### src/rtl/mem_arb_pkg.sv
// Shared encodings and default widths for the memory arbiter slice.
package mem_arb_pkg;

    localparam int DEF_NUM_PORTS = 2;
    localparam int DEF_ADDR_W    = 64;
    localparam int DEF_DATA_W    = 64;
    localparam int DEF_RAM_LAT   = 1;

    typedef enum logic [1:0] {
        OP_RSVD0 = 2'b00,
        OP_LOAD  = 2'b01,
        OP_STORE = 2'b10,
        OP_RSVD3 = 2'b11
    } mem_op_e;

    typedef enum logic [1:0] {
        FAULT_NONE     = 2'b00,
        FAULT_ACCESS   = 2'b01,
        FAULT_MISALIGN = 2'b10,
        FAULT_ILLEGAL  = 2'b11
    } fault_e;

    typedef enum logic [1:0] {
        ST_IDLE  = 2'b00,
        ST_ISSUE = 2'b01,
        ST_WAIT  = 2'b10,
        ST_RESP  = 2'b11
    } arb_state_e;

    function automatic logic op_is_legal(input logic [1:0] op);
        return (op == OP_LOAD) || (op == OP_STORE);
    endfunction

endpackage

### src/rtl/rr_arbiter.sv
// Round-robin grant: first requester after last_grant_i, wrapping, one-hot out.
module rr_arbiter
#(
    parameter int  NUM_PORTS = 2,
    localparam int PORT_W    = (NUM_PORTS > 1) ? $clog2(NUM_PORTS) : 1
) (
    input  logic [NUM_PORTS-1:0] req_i,
    input  logic [PORT_W-1:0]    last_grant_i,
    output logic [NUM_PORTS-1:0] grant_o
);

    logic found;
    int   target;

    always_comb begin
        grant_o = '0;
        found   = 1'b0;
        target  = 0;
        for (int off = 1; off <= NUM_PORTS; off++) begin
            target = int'(last_grant_i) + off;
            if (target >= NUM_PORTS) begin
                target = target - NUM_PORTS;
            end
            for (int p = 0; p < NUM_PORTS; p++) begin
                if (!found && req_i[p] && (p == target)) begin
                    grant_o[p] = 1'b1;
                    found      = 1'b1;
                end
            end
        end
    end

endmodule

### src/rtl/mem_arbiter.sv
// Multi-port memory arbiter: round-robin grant, one RAM transaction in flight.
// Optional per-port acceptance counters on grant_count_o when MEM_ARB_PERF_EN is defined.
//
//   state    | meaning
//   ST_IDLE  | accept one granted request; reserved ops go straight to ST_RESP
//   ST_ISSUE | ram_enable_o high for exactly this cycle
//   ST_WAIT  | down-count RAM_LAT-1 cycles, capture RAM response at terminal count
//   ST_RESP  | rsp_valid_o strobe to originating port, update last grant
module mem_arbiter
    import mem_arb_pkg::*;
#(
    parameter int  NUM_PORTS = DEF_NUM_PORTS,
    parameter int  ADDR_W    = DEF_ADDR_W,
    parameter int  DATA_W    = DEF_DATA_W,
    parameter int  RAM_LAT   = DEF_RAM_LAT,
    localparam int MASK_W    = DATA_W / 8
) (
    input  logic                        clk_i,
    input  logic                        reset_i,
    input  logic [NUM_PORTS-1:0]        req_valid_i,
    output logic [NUM_PORTS-1:0]        req_ready_o,
    input  logic [2*NUM_PORTS-1:0]      req_op_i,
    input  logic [MASK_W*NUM_PORTS-1:0] req_mask_i,
    input  logic [ADDR_W*NUM_PORTS-1:0] req_addr_i,
    input  logic [DATA_W*NUM_PORTS-1:0] req_data_i,
    output logic [NUM_PORTS-1:0]        rsp_valid_o,
    output logic [DATA_W-1:0]           rsp_data_o,
    output logic [1:0]                  rsp_fault_o,
    output logic                        ram_enable_o,
    output logic [1:0]                  ram_op_o,
    output logic [MASK_W-1:0]           ram_mask_o,
    output logic [ADDR_W-1:0]           ram_addr_o,
    output logic [DATA_W-1:0]           ram_data_o,
    input  logic [DATA_W-1:0]           ram_resp_i,
    input  logic [1:0]                  ram_fault_i
`ifdef MEM_ARB_PERF_EN
    ,
    output logic [32*NUM_PORTS-1:0]     grant_count_o
`endif
);

    localparam int PORT_W = (NUM_PORTS > 1) ? $clog2(NUM_PORTS) : 1;
    localparam int CNT_W  = (RAM_LAT > 1) ? $clog2(RAM_LAT) : 1;
    localparam logic [PORT_W-1:0] LAST_PORT = PORT_W'(NUM_PORTS - 1);
    localparam logic [CNT_W-1:0]  WAIT_INIT = CNT_W'(RAM_LAT - 1);

    arb_state_e            state_q;
    logic [PORT_W-1:0]     last_grant_q;
    logic [PORT_W-1:0]     port_q;
    logic [CNT_W-1:0]      wait_cnt_q;
    logic                  ram_enable_q;
    logic [1:0]            ram_op_q;
    logic [MASK_W-1:0]     ram_mask_q;
    logic [ADDR_W-1:0]     ram_addr_q;
    logic [DATA_W-1:0]     ram_data_q;
    logic [NUM_PORTS-1:0]  rsp_valid_q;
    logic [DATA_W-1:0]     rsp_data_q;
    logic [1:0]            rsp_fault_q;

    logic [NUM_PORTS-1:0]  grant;
    logic [PORT_W-1:0]     grant_idx;
    logic [1:0]            sel_op;
    logic [MASK_W-1:0]     sel_mask;
    logic [ADDR_W-1:0]     sel_addr;
    logic [DATA_W-1:0]     sel_data;
    logic                  accept;

    rr_arbiter #(.NUM_PORTS(NUM_PORTS)) u_rr (
        .req_i        (req_valid_i),
        .last_grant_i (last_grant_q),
        .grant_o      (grant)
    );

    always_comb begin
        grant_idx = '0;
        sel_op    = '0;
        sel_mask  = '0;
        sel_addr  = '0;
        sel_data  = '0;
        for (int i = 0; i < NUM_PORTS; i++) begin
            if (grant[i]) begin
                grant_idx = PORT_W'(i);
                sel_op    = req_op_i[2*i +: 2];
                sel_mask  = req_mask_i[MASK_W*i +: MASK_W];
                sel_addr  = req_addr_i[ADDR_W*i +: ADDR_W];
                sel_data  = req_data_i[DATA_W*i +: DATA_W];
            end
        end
    end

    // Ready is combinational so a core sees acceptance in the same cycle it asks.
    assign req_ready_o = (state_q == ST_IDLE && !reset_i) ? grant : '0;
    assign accept      = |req_ready_o;

    always_ff @(posedge clk_i) begin
        if (reset_i) begin
            state_q      <= ST_IDLE;
            last_grant_q <= LAST_PORT;
            port_q       <= '0;
            wait_cnt_q   <= '0;
            ram_enable_q <= 1'b0;
            ram_op_q     <= '0;
            ram_mask_q   <= '0;
            ram_addr_q   <= '0;
            ram_data_q   <= '0;
            rsp_valid_q  <= '0;
            rsp_data_q   <= '0;
            rsp_fault_q  <= '0;
        end else begin
            ram_enable_q <= 1'b0;
            case (state_q)
                ST_IDLE: begin
                    if (accept) begin
                        port_q <= grant_idx;
                        if (op_is_legal(sel_op)) begin
                            ram_enable_q <= 1'b1;
                            ram_op_q     <= sel_op;
                            ram_mask_q   <= sel_mask;
                            ram_addr_q   <= sel_addr;
                            ram_data_q   <= sel_data;
                            state_q      <= ST_ISSUE;
                        end else begin
                            rsp_valid_q <= grant;
                            rsp_data_q  <= '0;
                            rsp_fault_q <= FAULT_ILLEGAL;
                            state_q     <= ST_RESP;
                        end
                    end
                end
                ST_ISSUE: begin
                    wait_cnt_q <= WAIT_INIT;
                    state_q    <= ST_WAIT;
                end
                ST_WAIT: begin
                    if (wait_cnt_q == '0) begin
                        rsp_valid_q <= NUM_PORTS'(1) << port_q;
                        rsp_data_q  <= (ram_op_q == OP_LOAD) ? ram_resp_i : '0;
                        rsp_fault_q <= ram_fault_i;
                        state_q     <= ST_RESP;
                    end else begin
                        wait_cnt_q <= wait_cnt_q - CNT_W'(1);
                    end
                end
                ST_RESP: begin
                    rsp_valid_q  <= '0;
                    rsp_data_q   <= '0;
                    rsp_fault_q  <= '0;
                    last_grant_q <= port_q;
                    state_q      <= ST_IDLE;
                end
                default: state_q <= ST_IDLE;
            endcase
        end
    end

    assign ram_enable_o = ram_enable_q;
    assign ram_op_o     = ram_op_q;
    assign ram_mask_o   = ram_mask_q;
    assign ram_addr_o   = ram_addr_q;
    assign ram_data_o   = ram_data_q;
    assign rsp_valid_o  = rsp_valid_q;
    assign rsp_data_o   = rsp_data_q;
    assign rsp_fault_o  = rsp_fault_q;

`ifdef MEM_ARB_PERF_EN
    logic [31:0] grant_cnt_q [NUM_PORTS];

    // Counters saturate at all-ones instead of wrapping.
    always_ff @(posedge clk_i) begin
        if (reset_i) begin
            for (int i = 0; i < NUM_PORTS; i++) begin
                grant_cnt_q[i] <= '0;
            end
        end else begin
            for (int i = 0; i < NUM_PORTS; i++) begin
                if (req_ready_o[i] && (grant_cnt_q[i] != '1)) begin
                    grant_cnt_q[i] <= grant_cnt_q[i] + 32'd1;
                end
            end
        end
    end

    always_comb begin
        grant_count_o = '0;
        for (int i = 0; i < NUM_PORTS; i++) begin
            grant_count_o[32*i +: 32] = grant_cnt_q[i];
        end
    end
`else
    // Counters are omitted entirely; arbitration timing is unaffected.
`endif

endmodule

### config.mk
export PLATFORM = sky130hd
export DESIGN_NAME = mem_arbiter
export DESIGN_NICKNAME = d
export VERILOG_FILES = /design/src/rtl/mem_arb_pkg.sv /design/src/rtl/rr_arbiter.sv /design/src/rtl/mem_arbiter.sv
export SDC_FILE = /design/constraint.sdc
export NUM_CORES = 1
export LEC_CHECK = 0
export CAP_MARGIN = 20
export CORE_AREA = 2 2 219 221
export CTS_CLUSTER_SIZE = 20
export DETAILED_ROUTE_END_ITERATION = 10
export DIE_AREA = 0 0 221 223
export MAX_ROUTING_LAYER = met4
export PLACE_DENSITY = 0.58
export SETUP_SLACK_MARGIN = 0.3
export SLEW_MARGIN = 10
export SYNTH_ARGS = -nofsm -noshare
export SYNTH_HDL_FRONTEND = slang
export SYNTH_SLANG_ARGS = --single-unit
### constraint.sdc
create_clock -name clk_i -period 2 [get_ports clk_i]
set_clock_uncertainty 0.1 [all_clocks]
set_input_delay 0.3 -clock clk_i [delete_from_list [all_inputs] [get_ports clk_i]]
set_output_delay 0.3 -clock clk_i [all_outputs]
set_load 0.02 [all_outputs]
==> flow_summary_export.csv <==
group,metric,value,unit
synthesis,yosysMostFrequentCell,"dfxtp_1",
synthesis,synth_fp_nets,1350,
cts,cts_max_path_buffers,3,
route,drt_iter0_drc,511,
placed_design,dp_hpwl,30100,µm
critical_path,path_buf_inv,2,
cts,cts_root_buf,"clkbuf_16",
synthesis,synth.cell_area,9260,µm²
critical_path,rr_startpoint,"last_grant_q$_SDFFE_PP1N_",
critical_path,path_depth,7,
layout,final_util,36.5,%
cts,clkTransAtPathRegs,60,ps
sta,period_needed,2040,ps
placed_design,gp_congestion,0.811,
floorplan,std_cell_rows,80,
global_routing,grt-ovfl-total,0,
sta,rsz0062_at_grt,"true",
critical_path,worstPathRequired,2290,ps
outcome,violations,"setup timing",
route,drc,0,
route,routed_via_density,4.69,
global_routing,grt_use_total,15.9,%
critical_path,cp_max_fo,32,
synthesis,yosys.area.top_type,"dfxtp_1",
critical_path,cpLargestDelayFamily,"compound AO/OA/AOI/OAI gates",
synthesis,ys_types,33,
run,max_cap_viol_count,0,
critical_path,r2r_cells,7,
pwr,power.total,17.1,mW
route,firstDrtPassIters,4,
synthesis,yosys-top-cells-area,"dfxtp_1 (46%), a22oi_1 (11%), a211oi_1 (7.9%)",
synthesis,synth_edf_count,0,
synthesis,netlist_top_cells_count,"dfxtp_1 (211), a21oi_1 (139), a22oi_1 (136)",
critical_path,crit_chain,"nand2b_4, a32oi_4, xor2_4, buf_4, a21oi_4, buf_12, o32ai_1",
sta,hold_violations,0,
global_routing,grt_pass1_wl,60600,µm
synthesis,yosysWarnings,0,
floorplan,initial_core_util,19.6,%
layout,seqCellArea,4230,µm²
min_path,min_path_cells,3,
synthesis,ys_ff_latch,211,
critical_path,worstPathArrival,2320,ps
layout,fillers,4777,
synthesis,syn_area_per_cell,9.27,µm²
critical_path,critPathLaunchType,"register",
placed_design,port_buffers,554,
floorplan,die-area,49300,µm²
layout,antenna_cells,0,
placed_design,dp.cells,2127,
pwr,ir_drop,0.675,mV
pwr,p_leak,5.73,nW
min_path,holdPathEnd,"rsp_data_o[16]$_SDFFE_PP0P_",
synthesis,ys_seq_area_share,45.6,%
route,wirelength,40800,µm
sta,min_period_over_period,102,%
critical_path,endpoint_kind,"register",
critical_path,r2r_setup_slack,-40,ps
placed_design,pre_cts_ws,-573,ps
layout,area_growth,85.8,%
floorplan,fp.dieH,223,µm
layout,finalNonFillerCells,2178,
critical_path,slowest_stage,"dfxtp_2",
layout,multiInputGateArea,4520,µm²
route,vias,10200,
critical_path,reg2reg_to,"rsp_data_o[39]$_SDFFE_PP0P_",
sta,slew_headroom,44.1,%
cts,cts_tree,"done",
synthesis,async_flop_share,0,%
sta,fmax,0.491,GHz
floorplan,io_pins,555,
cts,cts.sinks,211,
global_routing,grt_pass1_vias,10300,
critical_path,cpPeakStageDelay,350,ps
sta,setup_tns,-694,ps
placed_design,placed_cell_area,16200,µm²
sta,worst_slew_pin_slew,838,ps
sta,slew_violations,0,
layout,design_area,17200,µm²
min_path,min_from,"reset_i",
min_path,holdCritPathClass,"in2reg",
sta,fin_ws,-36.1,ps
layout,nets,1900,
global_routing,antenna_found_initial,0,
synthesis,syn_inst,999,
synthesis,synth_top_area_share,45.6,%
route,wl_per_cell,18.7,µm
sta,setup_violations,36,
global_routing,grt_max_degree,150,
critical_path,path_class,"reg2reg",
floorplan,core_area,47100,µm²
sta,worst_hold_slack,61.6,ps
pwr,power.density,996,nW/µm²
outcome,status,"complete, but fails checks",
cts,cts_buffers,25,
synthesis,synth_ff_type,"dfxtp_1",
route,postRouteAntennaNets,0,
floorplan,die_x,221,µm
layout,layout-drive-gt1-share,16.4,%
cts,clk_latency,540,ps
cts,cts-htree-levels,1,
-- sequential cells by signal, indices dropped and copies added (netlist names) --
name          flops
ram_addr_o       64
ram_data_o       64
rsp_data_o       64
ram_mask_o        8
ram_op_o          2
rsp_fault_o       2
rsp_valid_o       2
state_q           2
last_grant_q      1
port_q            1
ram_enable_o      1
-- worst max-delay path by stage --
stage	from	to	slack, ps
5_1_grt	last_grant_q$_SDFFE_PP1N_	ram_addr_o[0]$_SDFFE_PP0P_	-130
2_1_floorplan	last_grant_q$_SDFFE_PP1N_	rsp_data_o[43]$_SDFFE_PP0P_	250
3_3_place_gp	req_valid_i[0]	ram_addr_o[21]$_SDFFE_PP0P_	-510
6_report	last_grant_q$_SDFFE_PP1N_	rsp_data_o[39]$_SDFFE_PP0P_	-40
4_1_cts	last_grant_q$_SDFFE_PP1N_	ram_addr_o[15]$_SDFFE_PP0P_	-70
3_5_place_dp	req_valid_i[0]	ram_data_o[29]$_SDFFE_PP0P_	-570
-- report_power, final --
group	switching [mW]	leakage, nW	internal, mW
logic	4.09	3.63	3.54
registers	0.340	1.72	4.77
clock network	1.80	0.380	2.59
-- routing by layer --
layer | share of wire [%] | GRT usage (%) | wire (µm) | vias to the layer above
met1 | 42 | 18.7 | 17200 | 4821
met5 | 0 | - | 0 | -
met2 | 48 | 26.9 | 19700 | 418
met3 | 7.3 | 4.25 | 2990 | 47
met4 | 2.2 | 3.59 | 905 | 0
li1 | - | - | - | 4931
-- timing repair --
action / CTS / global route
hold endpoints to repair: 3 / 0
cloned: 1 / 2
buffers inserted: 4 / 1
resized for setup: 72 / 9
pin swaps: 2 / 1
endpoints found under the setup margin: 416 / 398
hold buffers: 2 / 0
-- cells by family after synthesis --
family | synth area share (%)
mux | 0.216
buf+inv | 8.85
compound gates | 39.7
xor+xnor | 0.189
flops | 45.6
fa+ha+maj | 0.676
simple gates | 4.78
-- worst reg2reg max path, stage by stage, from the launching register on --
cell	delay, ps
dfxtp_2	350
nand2b_4	170
a32oi_4	270
xor2_4	150
buf_4	180
a21oi_4	290
buf_12	250
o32ai_1	120
-- layout by cell type, fill, tap and decap left out, types with 4 or more instances in the layout --
| cell type | n |
|---|---|
| dlymetal6s2s_1 | 4 |
| nand3_1 | 64 |
| nand2_1 | 5 |
| a22oi_1 | 136 |
| clkbuf_16 | 27 |
| a21oi_2 | 40 |
| nor2_1 | 8 |
| o221a_2 | 4 |
| inv_1 | 66 |
| clkdlybuf4s15_2 | 11 |
| clkbuf_8 | 6 |
| clkbuf_1 | 5 |
| a211oi_2 | 44 |
| clkdlybuf4s50_1 | 526 |
| clkdlybuf4s15_1 | 9 |
| buf_12 | 23 |
| buf_4 | 66 |
| dfxtp_1 | 209 |
| a21oi_1 | 102 |
| o32ai_1 | 64 |
| a211oi_1 | 94 |
-- layout make-up --
class / instances / area share [%]
multi-input combinational: 592 / 26.3
timing repair buffer: 651 / 38.7
tap: 615 / 4.47
clock inverter: 6 / 0.356
sequential: 211 / 24.6
clock buffer: 35 / 4.15
inverter: 68 / 1.48
(Power assumes the default switching activity.)
==> patch: new RTL, config.mk and constraints unchanged <==
The 4 states of `arb_state_e` get a one-hot encoding in 4 bits.
--- a/src/rtl/mem_arb_pkg.sv
+++ b/src/rtl/mem_arb_pkg.sv
@@ -20,11 +20,11 @@
         FAULT_ILLEGAL  = 2'b11
     } fault_e;
 
-    typedef enum logic [1:0] {
-        ST_IDLE  = 2'b00,
-        ST_ISSUE = 2'b01,
-        ST_WAIT  = 2'b10,
-        ST_RESP  = 2'b11
+    typedef enum logic [3:0] {
+        ST_IDLE  = 4'b0001,
+        ST_ISSUE = 4'b0010,
+        ST_WAIT  = 4'b0100,
+        ST_RESP  = 4'b1000
     } arb_state_e;
 
     function automatic logic op_is_legal(input logic [1:0] op);
Behaviour: same outputs for any inputs over 4 cycles, from zero or initial values and one cycle with reset_i high; so few cycles prove little.
==> patch against the unedited design <==
The flow still finishes with violations (negative setup slack); power shrank 15%; routed wire length grew 8.9%; cell area grew 10%; sequential cell count grew 2; area after synthesis shrank 9.4%; worst setup slack lost 68 ps; global-route usage grew 0.29 points; synthesized cell count shrank 15%; largest cell class unchanged; highest routed layer unchanged.
==> patch: results (changes against the unedited design) <==
Run status
  – Run status: complete, but fails checks
  – Failing checks: negative setup slack

Clock network
  – Clock Latency Late Sink: 550 ps
  – Clock transition at the registers of the reported paths: 60 ps (about the same)
  – TritonCTS Buffers: 26 (+4.0%)
  – Clock Path Buffers: 3 (unchanged)
  – Root Buffer: clkbuf_16
  – Htree depth: 1 (unchanged)

Route
  – DRC viols: 0 (unchanged)
  – DRT Wirelength: 44400 um (+8.9%)
  – DRT Pass-1 Iters: 5 (+1)
  – DRT iter0 DRCs: 414 (-19%)
  – Via density: 4.70 (+0.26%)

Critical path
  – Worst-path maximum fanout: 64 (+100%)
  – Critical Path AT: 2450 ps (+130 ps)

GRT
  – Pin count of the biggest net entering global routing: 105 (-30%)
  – Total GRT Usage: 16.1% (+0.29 points)
  – Global-route wire length before repair: 60000 um (-0.97%)
  – Vias in the first global route: 9884 (-3.6%)
  – Initial antenna violation count: 2 (+2)

Yosys
  – Synth unique cells: 36 (+9.1%)
  – Seq/Total Area, Yosys: 50.9% (+5.2 points)
  – Asr flop ratio synth: 0% (unchanged)
  – Commonest cells post-synth: dfxtp_1, a21oi_1, a211oi_1, a22oi_1, clkbuf_1
  – Primary FF master, synth: dfxtp_1
  – Top cells by area, synth: dfxtp_1, a211oi_1, a22oi_1, a21oi_1, a22o_1
  – Synthesized net count: 1196 (-11%)
  – Synth warn: 0 (unchanged)

Layout
  – P&R area growth vs syn: 127%
  – Share of layout cells above drive strength 1: 26.3% (+9.9 points)
  – NumNets Final: 1830 (-3.7%)

Placement
  – Final RePlAce weighted congestion: 0.771 (-4.9%)
  – Placement Cell Area: 0.0151 sq mm (-6.9%)
  – Post-Place Worst Slack: -559 ps (+13.9 ps)
  – # port buffers: 554 (unchanged)
  – Detailed placement HPWL: 28000 um (-7.0%)

Pwr
  – P_leak: 9.82 nW (+72%)
  – Peak VDD IR: 0.506 mV (-25%)

Timing
  – Max-Slew Margin vs Limit: 49.5% (+5.3 points)
  – Setup Viol. Count Final: 186 (+420%)
  – Setup WS post-layout: -104 ps (-68.2 ps)
  – Post-route setup TNS: -10990 ps (-10300 ps)

Hold path
  – Hold Crit Class: in2reg
patch: changes by cell type after synthesis, sizes merged, moves of 12 or more:
cell	unedited run	this run
a22o	0	64
buf	46	34
clkbuf	82	69
inv	68	4
nand3	64	1
o32ai	64	0
patch: power breakdown:
group          internal (mW)  leakage [nW]  switching (mW)
Combinational           2.70          7.67            2.39
Sequential              4.58          1.73           0.197
Clock                   2.83         0.423            1.87
patch: cell type report:
cell class / instances / area, sq um
Inverter: 4 / 15.0
Multi-Input combinational cell: 530 / 4630
Antenna cell: 2 / 5.00
Fill cell: 4484 / 28100
Clock buffer: 39 / 790
Sequential cell: 213 / 4270
Timing Repair Buffer: 709 / 8440
Clock inverter: 6 / 68.8
Tap cell: 615 / 769
patch: cell families after synthesis:
group | after synthesis | share of synthesized area, %
AO/OA/AOI/OAI | 492 | 41.0
flip-flops | 213 | 50.9
buffers and inverters | 107 | 5.42
AND/OR/NAND/NOR | 33 | 2.15
XOR/XNOR | 3 | 0.313
multiplexers | 2 | 0.239
patch: worst paths after layout:
| kind | startpoint | endpoint | slack, ps | cells after the start |
|---|---|---|---|---|
| worst max-delay path | state_q[2]$_SDFFE_PP0P_ | rsp_data_o[36]$_SDFFE_PP0P_ | -100 | 8 |
| worst min-delay path | reset_i | rsp_fault_o[1]$_SDFFE_PP0P_ | 180 | 4 |
| worst max register to register | state_q[2]$_SDFFE_PP0P_ | rsp_data_o[36]$_SDFFE_PP0P_ | -100 | 8 |
| worst min register to register | rsp_data_o[44]$_SDFFE_PP0P_ | rsp_data_o[44]$_SDFFE_PP0P_ | 360 | 1 |
patch: critical path: stages, from the launching register on:
cell      delay [ps]
dfxtp_2          330
nor4b_4          280
buf_4            190
nor3b_4          240
buf_6            150
buf_4            110
a211oi_4          60
buf_12           220
a22o_1           250
patch: metrics by stage:
step | cells | hold slack [ps]
CTS | 2088 | 121
global placement | 1989 | 353
finish | 2118 | 177
global route | 2118 | 150
floorplan | 850 | 333
detailed placement | 1989 | 354
patch: timing repair:
action | in CTS | in global routing
buffers inserted | 31 | 14
endpoints found under the setup margin | 417 | 403
cloned | 22 | 14
resized for setup | 168 | 350
hold buffers | 1 | 0
endpoints found under the hold margin | 1 | 0
pin swaps | 22 | 34
patch: metal layers:
metal / up-vias / global-route usage (%) / share of wire (%)
met1: 4808 / 17.5 / 39
met2: 432 / 28.5 / 51
met4: 0 / 5.61 / 4.0
met3: 82 / 4.11 / 6.2
li1: 4639 / - / -
met5: - / - / 0
